<file path="src/rtl/serial_subtractor.sv">
// rtl/serial_subtractor.sv - bit-serial a - b subtractor, one bit per clock, LSB first
// Operands and results move over valid/ready handshakes; one full-subtractor cell is reused.
module serial_subtractor #(
    parameter int WIDTH = 4
) (
    input  logic             clk,
    input  logic             rst,
    input  logic             in_valid,
    output logic             in_ready,
    input  logic [WIDTH-1:0] a,
    input  logic [WIDTH-1:0] b,
    output logic             out_valid,
    input  logic             out_ready,
    output logic [WIDTH-1:0] diff,
    output logic             borrow
);

    localparam int CNT_W = (WIDTH > 1) ? $clog2(WIDTH) : 1;
    localparam logic [CNT_W-1:0] LAST = CNT_W'(WIDTH - 1);

    typedef enum logic [1:0] {
        IDLE = 2'd0,
        RUN  = 2'd1,
        DONE = 2'd2
    } state_t;

    state_t           state_q,  state_d;
    logic [WIDTH-1:0] a_q,      a_d;
    logic [WIDTH-1:0] b_q,      b_d;
    logic [WIDTH-1:0] diff_q,   diff_d;
    logic [CNT_W-1:0] cnt_q,    cnt_d;
    logic             br_q,     br_d;
    logic             borrow_q, borrow_d;

    logic a_bit;
    logic b_bit;
    logic d_bit;
    logic br_next;

    always_ff @(posedge clk or posedge rst) begin
        if (rst) begin
            state_q  <= IDLE;
            a_q      <= '0;
            b_q      <= '0;
            diff_q   <= '0;
            cnt_q    <= '0;
            br_q     <= 1'b0;
            borrow_q <= 1'b0;
        end else begin
            state_q  <= state_d;
            a_q      <= a_d;
            b_q      <= b_d;
            diff_q   <= diff_d;
            cnt_q    <= cnt_d;
            br_q     <= br_d;
            borrow_q <= borrow_d;
        end
    end

    always_comb begin
        state_d   = state_q;
        a_d       = a_q;
        b_d       = b_q;
        diff_d    = diff_q;
        cnt_d     = cnt_q;
        br_d      = br_q;
        borrow_d  = borrow_q;
        in_ready  = 1'b0;
        out_valid = 1'b0;

        // Full-subtractor cell on the bit selected by the counter.
        a_bit   = a_q[cnt_q];
        b_bit   = b_q[cnt_q];
        d_bit   = a_bit ^ b_bit ^ br_q;
        br_next = (~a_bit & b_bit) | (~(a_bit ^ b_bit) & br_q);

        case (state_q)
            IDLE: begin
                in_ready = 1'b1;
                if (in_valid) begin
                    a_d     = a;
                    b_d     = b;
                    cnt_d   = '0;
                    br_d    = 1'b0;
                    diff_d  = '0;
                    state_d = RUN;
                end
            end
            RUN: begin
                diff_d[cnt_q] = d_bit;
                br_d          = br_next;
                // Counter is parked at zero on the last bit so a power-of-2 WIDTH never wraps it.
                if (cnt_q == LAST) begin
                    borrow_d = br_next;
                    cnt_d    = '0;
                    state_d  = DONE;
                end else begin
                    cnt_d = cnt_q + 1'b1;
                end
            end
            DONE: begin
                out_valid = 1'b1;
                if (out_ready) begin
                    state_d = IDLE;
                end
            end
            default: begin
                state_d = IDLE;
            end
        endcase
    end

    assign diff   = diff_q;
    assign borrow = borrow_q;

endmodule

</file>
<file path="config.mk">
export PLATFORM = sky130hd
export DESIGN_NAME = serial_subtractor
export DESIGN_NICKNAME = d
export VERILOG_FILES = /design/src/rtl/serial_subtractor.sv
export SDC_FILE = /design/constraint.sdc
export NUM_CORES = 1
export LEC_CHECK = 0
export ABC_AREA = 1
export CORE_MARGIN = 1.5
export CORE_UTILIZATION = 44
export CTS_CLUSTER_DIAMETER = 120
export DETAILED_ROUTE_END_ITERATION = 8
export MAX_ROUTING_LAYER = met4
export PLACE_DENSITY = 0.73
export SYNTH_ARGS = -nofsm -noshare
export SYNTH_HDL_FRONTEND = slang
export SYNTH_SLANG_ARGS = --single-unit
export TNS_END_PERCENT = 5
</file>
<file path="constraint.sdc">
create_clock -name clk -period 1.5 [get_ports clk]
set_input_delay 0.15 -clock clk [delete_from_list [all_inputs] [get_ports clk]]
set_output_delay 0.15 -clock clk [all_outputs]
set_load 0.03 [all_outputs]
</file>
==> results.toml, run 1 <==
[floorplanning]
io_pins = 19
die-area_sq_um = 2400
die_w_um = 49.0
die_h_um = 49.0
coreArea_sq_um = 1980
rows = 16
initial_core_util_pct = 47.0

[timing]
fin_crit_ps = 1580
worst_slew_pin_slew_ps = 388
slew_viol_final = 0
setup-violations-final = 4
hold_viol = 0
fmax_mhz = 631
fin_skew_ps = 2.41
maxSlewHeadroom_pct = 73.8
finalCritPeriodShare_pct = 106
fin_ws_ps = -84.0
whs_ps = 164
grt_setup_unrepaired = "yes"

[drt]
drtPass1Iterations = 4
viasPerCell = 4.83
vias = 782
drc_errors = 0
ant_nets = 0
wl_per_cell_um = 11.3
drt-total-wl_mm = 1.83
drtIter0Drc = 16

[clocking]
cts_tree = "done"
clk_pin_slew_ps = 100
cts-root-buf = "clkbuf_4"
htreeDepth = 1
cts_buffer_depth = 2
clkLatencyLatePin_ps = 290
cts_buffers = 3
hold_buffers = 0
cts_sinks = 18

[cells_and_area]
n_fill_cell = 173
antenna_cells = 0
synthToLayoutAreaGrowth_pct = 31.7
layout_common_cells = "40 x nand2_1, 21 x nand3_1, 17 x dfrtp_1"
final_layout_size_suffix_gt1_share_pct = 17.8
post-route-util_pct = 61.9
final_common_cell = "nand2_1"
fin_area_sq_um = 1230
layout.cells.non_filler = 162
layout.nets = 153

[global_routing]
grt_pass1_vias = 718
grt_max_degree = 19
grtUsageTotal_pct = 17.7
antenna_found_initial = 0
grt_overflow_total = 0
grt_pass1_wl_mm = 3.17

[power_and_ir_drop]
p_total_mw = 2.56
powerDensity_nw_per_um2 = 2090
vdd.ir_drop.worst_uv = 1100
p_leak_nw = 0.687

[critical_path]
critPathLaunchType = "flip-flop"
r2r_slack_ps = -80
slowest_stage = "fa_2"
regToRegStartpoint = "cnt_q[0]$_DFFE_PP0P_"
cp-end-kind = "flip-flop"
reg2reg_to = "diff[1]$_DFFE_PP0P_"
worstSetupPathType = "reg -> reg"
cp_cell_sequence = "or2_4, nand3_2, nand2_2, fa_2, nand3_1, nand2_1"
crit_arrival_ps = 1820
worst-r2r-cell-count = 6
cp.required_ps = 1730
cpPeakStageDelay_ps = 570
critPathMaxFanout = 6

[synthesis]
ys_seq_area_share_pct = 48.3
avgSynthCellArea_sq_um = 8.55
ys_ff_latch = 18
synth.distinct_cells = 18
postSynthCellCount = 109
syn_nets = 126
syn_area_sq_um = 932
ys.warnings.count = 0

[hold_path]
min_path_type = "in -> async"

[placement]
place_inst = 157
dp_hpwl_mm = 1.36
gp_congestion = 0.856
port_buffers = 18
placed_area_sq_um = 1170

[run]
maxCapViolCount = 0

[outcome]
violations = "negative setup slack"
status = "finished with violations"
[metal layers]
metal	vias to the layer above	share of wire (%)	GRT usage, %
li1	397	-	-
met1	357	47	22.8
met2	24	49	28.1
met3	4	4.0	3.99
met4	0	0.76	4.76
met5	-	0	-
[critical path: cells and delay by family (launching register included)]
family | cells | cell delay [ps]
adder cells (fa/ha/maj) | 1 | 570
flip-flops | 1 | 450
AND/OR/NAND/NOR | 5 | 510
[kinds of logic (layout without fill, tap and decap cells)]
group	count (synthesis)	in the layout	synth area share (%)
AOI/OAI and AO/OA	4	4	2.55
adders and majority gates	5	5	7.52
buffers and inverters	12	38	6.71
DFF	18	18	48.3
and+or+nand+nor	70	70	34.9
[where the power goes]
group	switching [mW]	internal [mW]	leakage [nW]
Combinational	0.789	0.583	0.440
Sequential	0.188	0.706	0.226
Clock	0.146	0.148	0.0210
Total	1.12	1.44	0.687
[state kept, by name, summed over array words and instances (netlist names)]
register / cells
state_q: 2
diff: 4
cnt_q: 2
borrow: 1
a_q: 4
br_q: 1
b_q: 4
[timing repair]
| action | 4_1_cts | 5_1_grt |
|---|---|---|
| setup buffers | 1 | 0 |
| setup endpoints to repair | 6 | 10 |
| pin swaps | 0 | 2 |
| resized for setup | 2 | 6 |
[synth_stat cells (all sizes together)]
cell type | n | area, sq um
buf | 3 | 27.5
clkbuf | 1 | 5.00
dfrtp | 18 | 450
fa | 1 | 20.0
ha | 4 | 50.1
inv | 8 | 30.0
nand2 | 42 | 165
nand3 | 23 | 120
nor2 | 3 | 27.5
o21ai | 4 | 23.8
or2 | 2 | 12.5
[worst max-delay path by stage]
stage                              start  slack (ps)                  end
finish              cnt_q[0]$_DFFE_PP0P_         -80  diff[1]$_DFFE_PP0P_
global route        cnt_q[0]$_DFFE_PP0P_        -180  diff[3]$_DFFE_PP0P_
CTS                 cnt_q[0]$_DFFE_PP0P_         -80  diff[3]$_DFFE_PP0P_
detailed placement  cnt_q[0]$_DFFE_PP0P_         -80  diff[3]$_DFFE_PP0P_
global placement    cnt_q[0]$_DFFE_PP0P_         -40  diff[3]$_DFFE_PP0P_
floorplan           cnt_q[0]$_DFFE_PP0P_        -100  diff[0]$_DFFE_PP0P_
[area by class of cell]
cell class	count	area (sq um)	area share [%]
Sequential cell	18	452	36.8
Timing Repair Buffer	26	244	19.9
Inverter	8	30.0	2.45
Clock buffer	4	36.3	2.96
Multi-Input combinational cell	79	432	35.2
Tap cell	27	33.8	2.75
[metrics by stage]
step           TNS [ps]  worst slack [ps]
6_report           -307             -84.0
5_1_grt            -742              -185
4_1_cts            -269             -84.1
3_5_place_dp       -272             -81.7
3_3_place_gp       -111             -43.3
2_1_floorplan      -420             -95.4
Note: power is estimated with default switching activity, not from simulation.
==> inputs of run 2 (changes only) <==
--- a/config.mk
+++ b/config.mk
@@ -9,7 +9,7 @@
 export CORE_MARGIN = 1.5
-export CORE_UTILIZATION = 44
+export CORE_UTILIZATION = 47
 export CTS_CLUSTER_DIAMETER = 120
 export DETAILED_ROUTE_END_ITERATION = 8
+export DONT_BUFFER_PORTS = 1
 export MAX_ROUTING_LAYER = met4
-export PLACE_DENSITY = 0.73
 export SYNTH_ARGS = -nofsm -noshare
@@ -17,2 +17 @@
 export SYNTH_SLANG_ARGS = --single-unit
-export TNS_END_PERCENT = 5
--- a/constraint.sdc
+++ b/constraint.sdc
@@ -3,2 +3,2 @@
 set_output_delay 0.15 -clock clk [all_outputs]
-set_load 0.03 [all_outputs]
+set_load 0.02 [all_outputs]
==> run 2 against run 1 <==
The flow still finishes with violations (negative setup slack). Fmax hardly changed. Flip-flop and latch count stayed put. Worst setup slack is essentially flat. Utilization increased by 0.36 points. Largest cell class unchanged. Global-route usage up 1.8 points. Largest power group unchanged. Worst hold slack worse by 87 ps. First-iteration DRC count decreased by 69%.
==> results.toml, run 2 (synthesized netlist as in run 1, its figures left out) <==
[floorplanning]
die_w_um = 47.5
rows = 15
die-area_sq_um = 2260
io_pins = 19
initial_core_util_pct = 51.7
coreArea_sq_um = 1800
die_h_um = 47.5

[timing]
grt_setup_unrepaired = "yes"
fin_skew_ps = 4.49
whs_ps = 76.7
hold_viol = 0
fin_ws_ps = -84.0
maxSlewHeadroom_pct = 54.1
slew_viol_final = 0
finalCritPeriodShare_pct = 106
setup-violations-final = 4
worst_slew_pin_slew_ps = 687
fmax_mhz = 631
fin_crit_ps = 1580

[drt]
drc_errors = 0
drt-total-wl_mm = 1.84
wl_per_cell_um = 12.2
ant_nets = 0
drtPass1Iterations = 4
viasPerCell = 4.93
drtIter0Drc = 5
vias = 739

[cells_and_area]
antenna_cells = 0
synthToLayoutAreaGrowth_pct = 20.4
post-route-util_pct = 62.3
final_common_cell = "nand2_1"
final_layout_size_suffix_gt1_share_pct = 16.0
layout.nets = 144
layout_common_cells = "40 x nand2_1, 21 x nand3_1, 17 x dfrtp_1"

[clocking]
cts-root-buf = "clkbuf_4"
cts_sinks = 18
cts_tree = "done"
htreeDepth = 1
clkLatencyLatePin_ps = 290
clk_pin_slew_ps = 100
cts_buffer_depth = 2
cts_buffers = 3

[global_routing]
grtUsageTotal_pct = 19.4
grt_pass1_wl_mm = 2.90
grt_pass1_vias = 678
antenna_found_initial = 0
grt_max_degree = 19
grt_overflow_total = 0

[power_and_ir_drop]
p_total_mw = 2.33
powerDensity_nw_per_um2 = 2070
p_leak_nw = 0.582
vdd.ir_drop.worst_uv = 1110

[run]
maxCapViolCount = 0

[critical_path]
critPathLaunchType = "flip-flop"
path_buf_inv = 0
cp.required_ps = 1740
cp_cell_sequence = "or2_4, nand3_2, nand2_2, fa_2, nand3_1, nand2_1"
cpPeakStageDelay_ps = 560
crit_arrival_ps = 1820
cp-end-kind = "flip-flop"
critPathTopFamily = "adder cells"
critPathMaxFanout = 7
worstSetupPathType = "reg -> reg"
slowest_stage = "fa_2"

[placement]
port_buffers = 0
dp_hpwl_mm = 1.25
gp_congestion = 0.823

[outcome]
status = "finished with violations"
violations = "negative setup slack"

[hold_path]
min_path_type = "in -> reg"
[run 2: cell types whose count changed in the layout (fill, tap and decap cells not counted), sizes merged]
cell and delta:
clkdlybuf4s50 -11, dlygate4sd3 +11, buf -4, dlymetal6s2s -4, clkbuf -1, dlygate4sd2 -1
[run 2: power by group]
| group | total [mW] | internal, mW | switching [mW] |
|---|---|---|---|
| Sequential | 0.967 | 0.706 | 0.261 |
| Clock | 0.239 | 0.0935 | 0.145 |
| Combinational | 1.12 | 0.482 | 0.640 |
| Total | 2.33 | 1.28 | 1.05 |
[run 2: path summary, 6_finish.rpt]
check,start,endpoint,slack (ps),cells past startpoint
min in group asynchronous,rst,diff[1]$_DFFE_PP0P_,400,2
worst max-delay path,cnt_q[0]$_DFFE_PP0P_,diff[0]$_DFFE_PP0P_,-80,6
worst min register to register,b_q[1]$_DFFE_PP0P_,b_q[1]$_DFFE_PP0P_,480,2
max in group asynchronous,rst,cnt_q[0]$_DFFE_PP0P_,620,2
worst min-delay path,in_valid,state_q[0]$_DFFE_PP0P_,80,2
worst max register to register,cnt_q[0]$_DFFE_PP0P_,diff[0]$_DFFE_PP0P_,-80,6
[run 2: repair_timing]
item / in CTS / in global routing
setup endpoints to repair: 5 / 6
pin swaps: 0 / 1
gates cloned: 0 / 0
gates resized for setup: 0 / 5
hold buffers: 11 / 0
endpoints found under the hold margin: 27 / 0
setup buffers: 0 / 0
[run 2: area by class of cell]
class                           instances  area, sq um
Clock buffer                            3         22.5
Fill cell                             179          679
Inverter                                8         30.0
Multi-Input combinational cell         79          432
Sequential cell                        18          452
Tap cell                               25         31.3
Timing Repair Buffer                   17          155
[run 2: stage by stage]
| step | setup WS (ps) | std cells | cell area, sq um | TNS (ps) |
|---|---|---|---|---|
| after detailed placement | -61.7 | 136 | 983 | -223 |
| after global placement | -43.2 | 136 | 983 | -105 |
| final | -84.0 | 150 | 1120 | -304 |
| after floorplan | -95.4 | 109 | 948 | -416 |
| after CTS | -83.7 | 150 | 1120 | -347 |
| after global routing | -162 | 150 | 1120 | -650 |
[run 2: per-layer routing]
metal	up-vias	wire, um	global-route usage, %
met1	343	881	23.9
li1	378	-	-
met3	2	58	5.28
met4	0	15	6.49
met5	-	0	-
met2	16	881	30.8
